File: src/rtl/fb_pkg.sv
`default_nettype none
// +----------------------------------------------------------------------------+
// | fb_pkg                                                                     |
// | Shared framebuffer geometry, pixel/address types and loader command codes. |
// | Revision: 1.0                                                              |
// +----------------------------------------------------------------------------+
package fb_pkg;

  localparam int FB_H_PIXELS = 200;
  localparam int FB_V_PIXELS = 150;
  localparam int FB_PIXELS   = FB_H_PIXELS * FB_V_PIXELS;
  localparam int FB_ADDR_W   = 15;
  localparam int FB_DATA_W   = 3;

  typedef logic [FB_DATA_W-1:0] pixel_t;
  typedef logic [FB_ADDR_W-1:0] fb_addr_t;

  localparam pixel_t CMD_HOME    = 3'b000;
  localparam pixel_t CMD_FILL    = 3'b001;
  localparam pixel_t CMD_CLR_OVR = 3'b010;

  typedef enum logic [0:0] {
    IDLE = 1'b0,
    FILL = 1'b1
  } ld_state_t;

endpackage
`default_nettype wire

File: src/rtl/fb_pixel_loader_input_sync.sv
`default_nettype none
// +----------------------------------------------------------------------------+
// | input_sync                                                                 |
// | Multi-stage synchroniser with per-bit reset value and falling-edge detect. |
// | Revision: 1.0                                                              |
// +----------------------------------------------------------------------------+
module input_sync #(
  parameter int               WIDTH   = 1,
  parameter int               STAGES  = 2,
  parameter logic [WIDTH-1:0] RST_VAL = '0
) (
  input  logic             i_clk,
  input  logic             i_rst_n,
  input  logic [WIDTH-1:0] i_async,
  output logic [WIDTH-1:0] o_sync,
  output logic [WIDTH-1:0] o_fall
);

  logic [STAGES-1:0][WIDTH-1:0] r_stage;
  logic [WIDTH-1:0]             r_prev;

  always_ff @(posedge i_clk or negedge i_rst_n) begin
    if (!i_rst_n) begin
      r_stage <= {STAGES{RST_VAL}};
      r_prev  <= RST_VAL;
    end else begin
      r_stage <= {r_stage[STAGES-2:0], i_async};
      r_prev  <= r_stage[STAGES-1];
    end
  end

  assign o_sync = r_stage[STAGES-1];
  // High for exactly one cycle: synchronised value was 1 last cycle, 0 now.
  assign o_fall = r_prev & ~r_stage[STAGES-1];

endmodule
`default_nettype wire

File: src/rtl/fb_pixel_loader.sv
`default_nettype none
// +----------------------------------------------------------------------------+
// | fb_pixel_loader                                                            |
// | Host strobe/data decoder driving the framebuffer write port, with fill.    |
// | Revision: 1.0                                                              |
// +----------------------------------------------------------------------------+
module fb_pixel_loader
  import fb_pkg::*;
#(
  parameter int H_PIXELS    = FB_H_PIXELS,
  parameter int V_PIXELS    = FB_V_PIXELS,
  parameter int ADDR_W      = FB_ADDR_W,
  parameter int DATA_W      = FB_DATA_W,
  parameter int SYNC_STAGES = 2
) (
  input  logic              clk_10mhz,
  input  logic              resetn,
  input  logic              strobe_n_async,
  input  logic              sel_async,
  input  logic [DATA_W-1:0] data_async,
  output logic              fb_we,
  output logic [ADDR_W-1:0] fb_addr,
  output logic [DATA_W-1:0] fb_wdata,
  output logic              busy,
  output logic              overrun
);

  localparam int                c_PIXELS    = H_PIXELS * V_PIXELS;
  localparam logic [ADDR_W-1:0] c_LAST_ADDR = ADDR_W'(c_PIXELS - 1);

  // Asynchronous assert, synchronous release of the internal reset.
  logic [1:0] r_rst_sync;
  logic       w_rst_n;

  always_ff @(posedge clk_10mhz or negedge resetn) begin
    if (!resetn) r_rst_sync <= 2'b00;
    else         r_rst_sync <= {r_rst_sync[0], 1'b1};
  end

  assign w_rst_n = r_rst_sync[1];

  logic              w_strobe_sync;
  logic              w_event;
  logic              w_sel;
  logic [DATA_W-1:0] w_data;

  input_sync #(
    .WIDTH   (1),
    .STAGES  (SYNC_STAGES),
    .RST_VAL (1'b1)
  ) u_strobe_sync (
    .i_clk   (clk_10mhz),
    .i_rst_n (w_rst_n),
    .i_async (strobe_n_async),
    .o_sync  (w_strobe_sync),
    .o_fall  (w_event)
  );

  input_sync #(
    .WIDTH   (DATA_W + 1),
    .STAGES  (SYNC_STAGES),
    .RST_VAL ('0)
  ) u_bus_sync (
    .i_clk   (clk_10mhz),
    .i_rst_n (w_rst_n),
    .i_async ({sel_async, data_async}),
    .o_sync  ({w_sel, w_data}),
    .o_fall  ()
  );

  ld_state_t         r_state;
  logic [ADDR_W-1:0] r_cursor;
  logic [DATA_W-1:0] r_fill_colour;
  logic              r_we;
  logic [ADDR_W-1:0] r_addr;
  logic [DATA_W-1:0] r_wdata;
  logic              r_busy;
  logic              r_overrun;

  always_ff @(posedge clk_10mhz or negedge w_rst_n) begin
    if (!w_rst_n) begin
      r_state       <= IDLE;
      r_cursor      <= '0;
      r_fill_colour <= '0;
      r_we          <= 1'b0;
      r_addr        <= '0;
      r_wdata       <= '0;
      r_busy        <= 1'b0;
      r_overrun     <= 1'b0;
    end else begin
      r_we <= 1'b0;
      case (r_state)
        IDLE: begin
          if (w_event) begin
            if (!w_sel) begin
              r_we          <= 1'b1;
              r_addr        <= r_cursor;
              r_wdata       <= w_data;
              r_fill_colour <= w_data;
              r_cursor      <= (r_cursor == c_LAST_ADDR) ? '0 : r_cursor + ADDR_W'(1);
            end else begin
              case (w_data)
                CMD_HOME: r_cursor <= '0;
                CMD_FILL: begin
                  r_state <= FILL;
                  r_busy  <= 1'b1;
                  r_we    <= 1'b1;
                  r_addr  <= '0;
                  r_wdata <= r_fill_colour;
                end
                CMD_CLR_OVR: r_overrun <= 1'b0;
                default: ;
              endcase
            end
          end
        end
        FILL: begin
          // Host transfers cannot be queued behind a fill, so they are lost.
          if (w_event) r_overrun <= 1'b1;
          if (r_addr == c_LAST_ADDR) begin
            r_state  <= IDLE;
            r_busy   <= 1'b0;
            r_cursor <= '0;
          end else begin
            r_we   <= 1'b1;
            r_addr <= r_addr + ADDR_W'(1);
          end
        end
        default: r_state <= IDLE;
      endcase
    end
  end

  assign fb_we    = r_we;
  assign fb_addr  = r_addr;
  assign fb_wdata = r_wdata;
  assign busy     = r_busy;
  assign overrun  = r_overrun;

endmodule
`default_nettype wire

File: config.mk
export PLATFORM = sky130hd
export DESIGN_NAME = fb_pixel_loader
export DESIGN_NICKNAME = d
export VERILOG_FILES = /design/src/rtl/fb_pkg.sv /design/src/rtl/fb_pixel_loader_input_sync.sv /design/src/rtl/fb_pixel_loader.sv
export SDC_FILE = /design/constraint.sdc
export NUM_CORES = 1
export LEC_CHECK = 0
export CAP_MARGIN = 20
export CORE_MARGIN = 4
export CORE_UTILIZATION = 45
export DETAILED_ROUTE_END_ITERATION = 6
export HOLD_SLACK_MARGIN = 0.12
export PLACE_DENSITY = 0.75
export SYNTH_ARGS = -nofsm -noshare
export SYNTH_HDL_FRONTEND = slang
export SYNTH_SLANG_ARGS = --single-unit
File: constraint.sdc
create_clock -name clk_10mhz -period 1.6 [get_ports clk_10mhz]
set_clock_uncertainty 0.2 [all_clocks]
set_input_delay 0.16 -clock clk_10mhz [delete_from_list [all_inputs] [get_ports clk_10mhz]]
set_output_delay 0.16 -clock clk_10mhz [all_outputs]
set_load 0.01 [all_outputs]
==> results.cfg <==
[placed_design]
placed_cell_area_um2 = 3764
dp_hpwl_um = 6034
place_congestion = 0.9021
portBuffers = 27

[synthesis]
syn_inst = 284
ys_types = 53
synth-edff-count = 0
synth_async_sr_flop_share_pct = 100.0
ys.flop_type = dfrtp_1
avgSynthCellArea_um2 = 9.851
seq_area_frac_synth_pct = 47.54
synth_area_um2 = 2798
synth_nets = 293
ys_ff_latch = 53
yosys_warnings = 0

[global_route]
grt_first_pass_wirelength_um = 14910
grt_max_degree = 28
grtUsageTotal_pct = 25.23
grt_pass1_vias = 3005
antenna_found_initial = 0
overflow = 0

[die]
row_count = 28
dieHeight_um = 86.85
core-area_um2 = 5991
die_area_um2 = 7543
initial_utilization_pct = 46.70
die_w_um = 86.85
ioPinCount = 28

[flow_run]
maxCapViolCount = 0

[critical_path]
worstPathMaxFanout = 9
cp.arrival_ps = 2060
cp-start-kind = flip-flop
end_kind = flip-flop
required_ps = 1610
path_class = flip-flop to flip-flop
r2r_cells = 6

[clocking]
cts_made_buffers = 5
path_clk_slew_ps = 110
clockBufferDepth = 2
cts_sinks = 53
clock_insertion_delay_worst_skew_ps = 310
cts_tree = built
htree_levels = 2
cts_root_buf = clkbuf_8

[sta]
drv_slew = 0
fin_crit_ps = 2051
setup_viol = 36
tightest_slew_ps = 564.1
maxSlewHeadroom_pct = 61.92
period_share_pct = 128.2
fin_ws_ps = -450.9
tns_ps = -13070
max_freq_ghz = 0.4876
hold_violations = 0
rsz0062_at_grt = true

[layout]
fin_nets = 404
area_growth_syn_to_layout_pct = 52.42
final_area_um2 = 4264
drive_gt1_share_pct = 38.38
finish.utilization_pct = 71.18
n_antenna_cell = 0

[power]
ir_drop_mv = 0.7554
power.density_nw_per_um2 = 1093
swShare_pct = 37.39
p_int_mw = 2.918
p_sw_mw = 1.743
p_clk_share_pct = 17.7
power_frac_seq_pct = 37.8
p_comb_share_pct = 44.5
leakage_nw = 1.848

[run_status]
violations = setup timing
outcome = finished, violations left

[routing]
avgViaCountPerCell = 6.410
vias = 3019
drt_wl_total_um = 9362
wl_per_cell_um = 19.88
first_pass_iters = 5
drcViolationCount = 0
antenna_left = 0
drtIter0Drc = 345

[hold_path]
hold_path_class = flip-flop to flip-flop
holdPathStages = 0
## what timing repair did
action,in CTS,in global routing
endpoints found under the hold margin,55,0
pin swaps,4,14
gates resized for setup,43,33
setup endpoints to repair,55,49
hold buffers,7,0
setup buffers,4,6
cloned,2,0
## critical path, cell delays in order, from the launching register on
cell	delay [ps]
dfrtp_2	410
ha_4	150
nand3_4	70
or4_4	540
a21oi_4	170
inv_4	100
mux2_4	300
## synth_stat cells (2+ instances only)
| master | count | area share [%] |
|---|---|---|
| or4_1 | 2 | 0.54 |
| buf_2 | 3 | 0.54 |
| o311ai_0 | 2 | 0.63 |
| nor3b_1 | 2 | 0.54 |
| nor3_1 | 8 | 1.4 |
| a311oi_1 | 4 | 1.3 |
| o211ai_1 | 12 | 3.2 |
| inv_1 | 8 | 1.1 |
| ha_1 | 2 | 0.89 |
| o21ai_0 | 11 | 2.0 |
| dfstp_2 | 3 | 2.8 |
| a2bb2oi_1 | 2 | 0.63 |
| and3_1 | 8 | 1.8 |
| nor4_1 | 7 | 1.6 |
| nand2_1 | 16 | 2.1 |
| and4b_1 | 2 | 0.72 |
| a221oi_2 | 2 | 1.1 |
| a31oi_1 | 18 | 4.0 |
| nand3b_1 | 5 | 1.3 |
| a211oi_1 | 10 | 2.7 |
| mux2i_1 | 4 | 1.4 |
| nand3_1 | 22 | 3.9 |
| a41oi_1 | 5 | 1.6 |
| mux2_2 | 3 | 1.2 |
| nor2_1 | 8 | 1.1 |
| nand4bb_1 | 3 | 1.2 |
| a21oi_1 | 11 | 2.0 |
| mux2_4 | 2 | 1.1 |
| nand4_1 | 9 | 2.0 |
| clkbuf_1 | 17 | 2.3 |
| and4_1 | 2 | 0.63 |
| dfrtp_1 | 50 | 45 |
## area by class of cell
class / instances / area (µm²)
Sequential cell: 53 / 1335
Multi-Input combinational cell: 202 / 1668
Fill cell: 401 / 1727
Clock buffer: 5 / 68.82
Clock inverter: 3 / 26.28
Inverter: 10 / 40.04
Tap cell: 75 / 93.84
Timing Repair Buffer: 123 / 1032
## flip-flops by register name (all words and copies together), names as in the netlist
name	flops
fb_addr	15
u_strobe_sync.o_sync	1
busy	1
fb_wdata	3
fb_we	1
r_cursor	15
u_strobe_sync.r_stage	1
r_rst_sync	2
r_state	1
overrun	1
r_fill_colour	3
u_bus_sync.o_sync	4
u_strobe_sync.r_prev	1
u_bus_sync.r_stage	4
## routing by layer
layer | global-route usage (%) | share of wire, % | wire length, µm
met1 | 33.70 | 40 | 3762
met2 | 40.23 | 49 | 4579
met3 | 4.257 | 6.9 | 649
met4 | 11.19 | 4.0 | 370
met5 | 0 | 0 | 0
## power by group through the flow
stage | combinational [mW] | clock, mW | sequential [mW]
after CTS | 1.90 | 0.841 | 1.76
final | 2.07 | 0.824 | 1.76
after floorplan | 0.713 | 0 | 1.92
after global routing | 2.23 | 0.898 | 1.79
after detailed placement | 1.84 | 0 | 1.75
after global placement | 1.79 | 0 | 1.74
## per-stage QoR
stage / std cells / setup WS (ps) / power (mW) / hold slack [ps]
floorplan: 284 / -688.8 / 2.636 / -335.6
global placement: 446 / -418.1 / 3.531 / 52.79
detailed placement: 446 / -434.6 / 3.590 / 59.71
CTS: 467 / -436.1 / 4.496 / 165.9
global route: 471 / -515.4 / 4.917 / 166.3
finish: 471 / -450.9 / 4.660 / 163.2
## kinds of logic after synthesis
kind of cell	count (synthesis)	share of synthesized area, %
simple gates	100	20.48
compound gates	88	22.68
flops	53	47.54
buf+inv	30	4.249
mux	9	3.712
fa+ha+maj	2	0.8943
other cells	1	0.1340
xor+xnor	1	0.3131
## path summary, 6_finish.rpt
kind	startpoint	end	slack, ps
min in group asynchronous	resetn	r_rst_sync[1]$_DFF_PN0_	340
max	fb_addr[0]$_DFFE_PN0P_	fb_addr[1]$_DFFE_PN0P_	-450
min	u_bus_sync.r_stage[2]$_DFF_PN0_	u_bus_sync.o_sync[2]$_DFF_PN0_	160
max in group asynchronous	r_rst_sync[1]$_DFF_PN0_	fb_addr[11]$_DFFE_PN0P_	260
max reg2reg	fb_addr[0]$_DFFE_PN0P_	fb_addr[1]$_DFFE_PN0P_	-450
min reg2reg	u_bus_sync.r_stage[2]$_DFF_PN0_	u_bus_sync.o_sync[2]$_DFF_PN0_	160
## placed cells by master, fill, tap and decap left out, types with 8 or more instances in the layout
master	n
a21oi_1	9
a31oi_1	14
and3_1	8
buf_4	80
dfrtp_1	46
dlygate4sd2_1	10
inv_1	8
nand2_1	14
nand3_1	20
nand4_1	9
nor2_1	8
o211ai_1	12
Power figures use the tool's default switching activity.
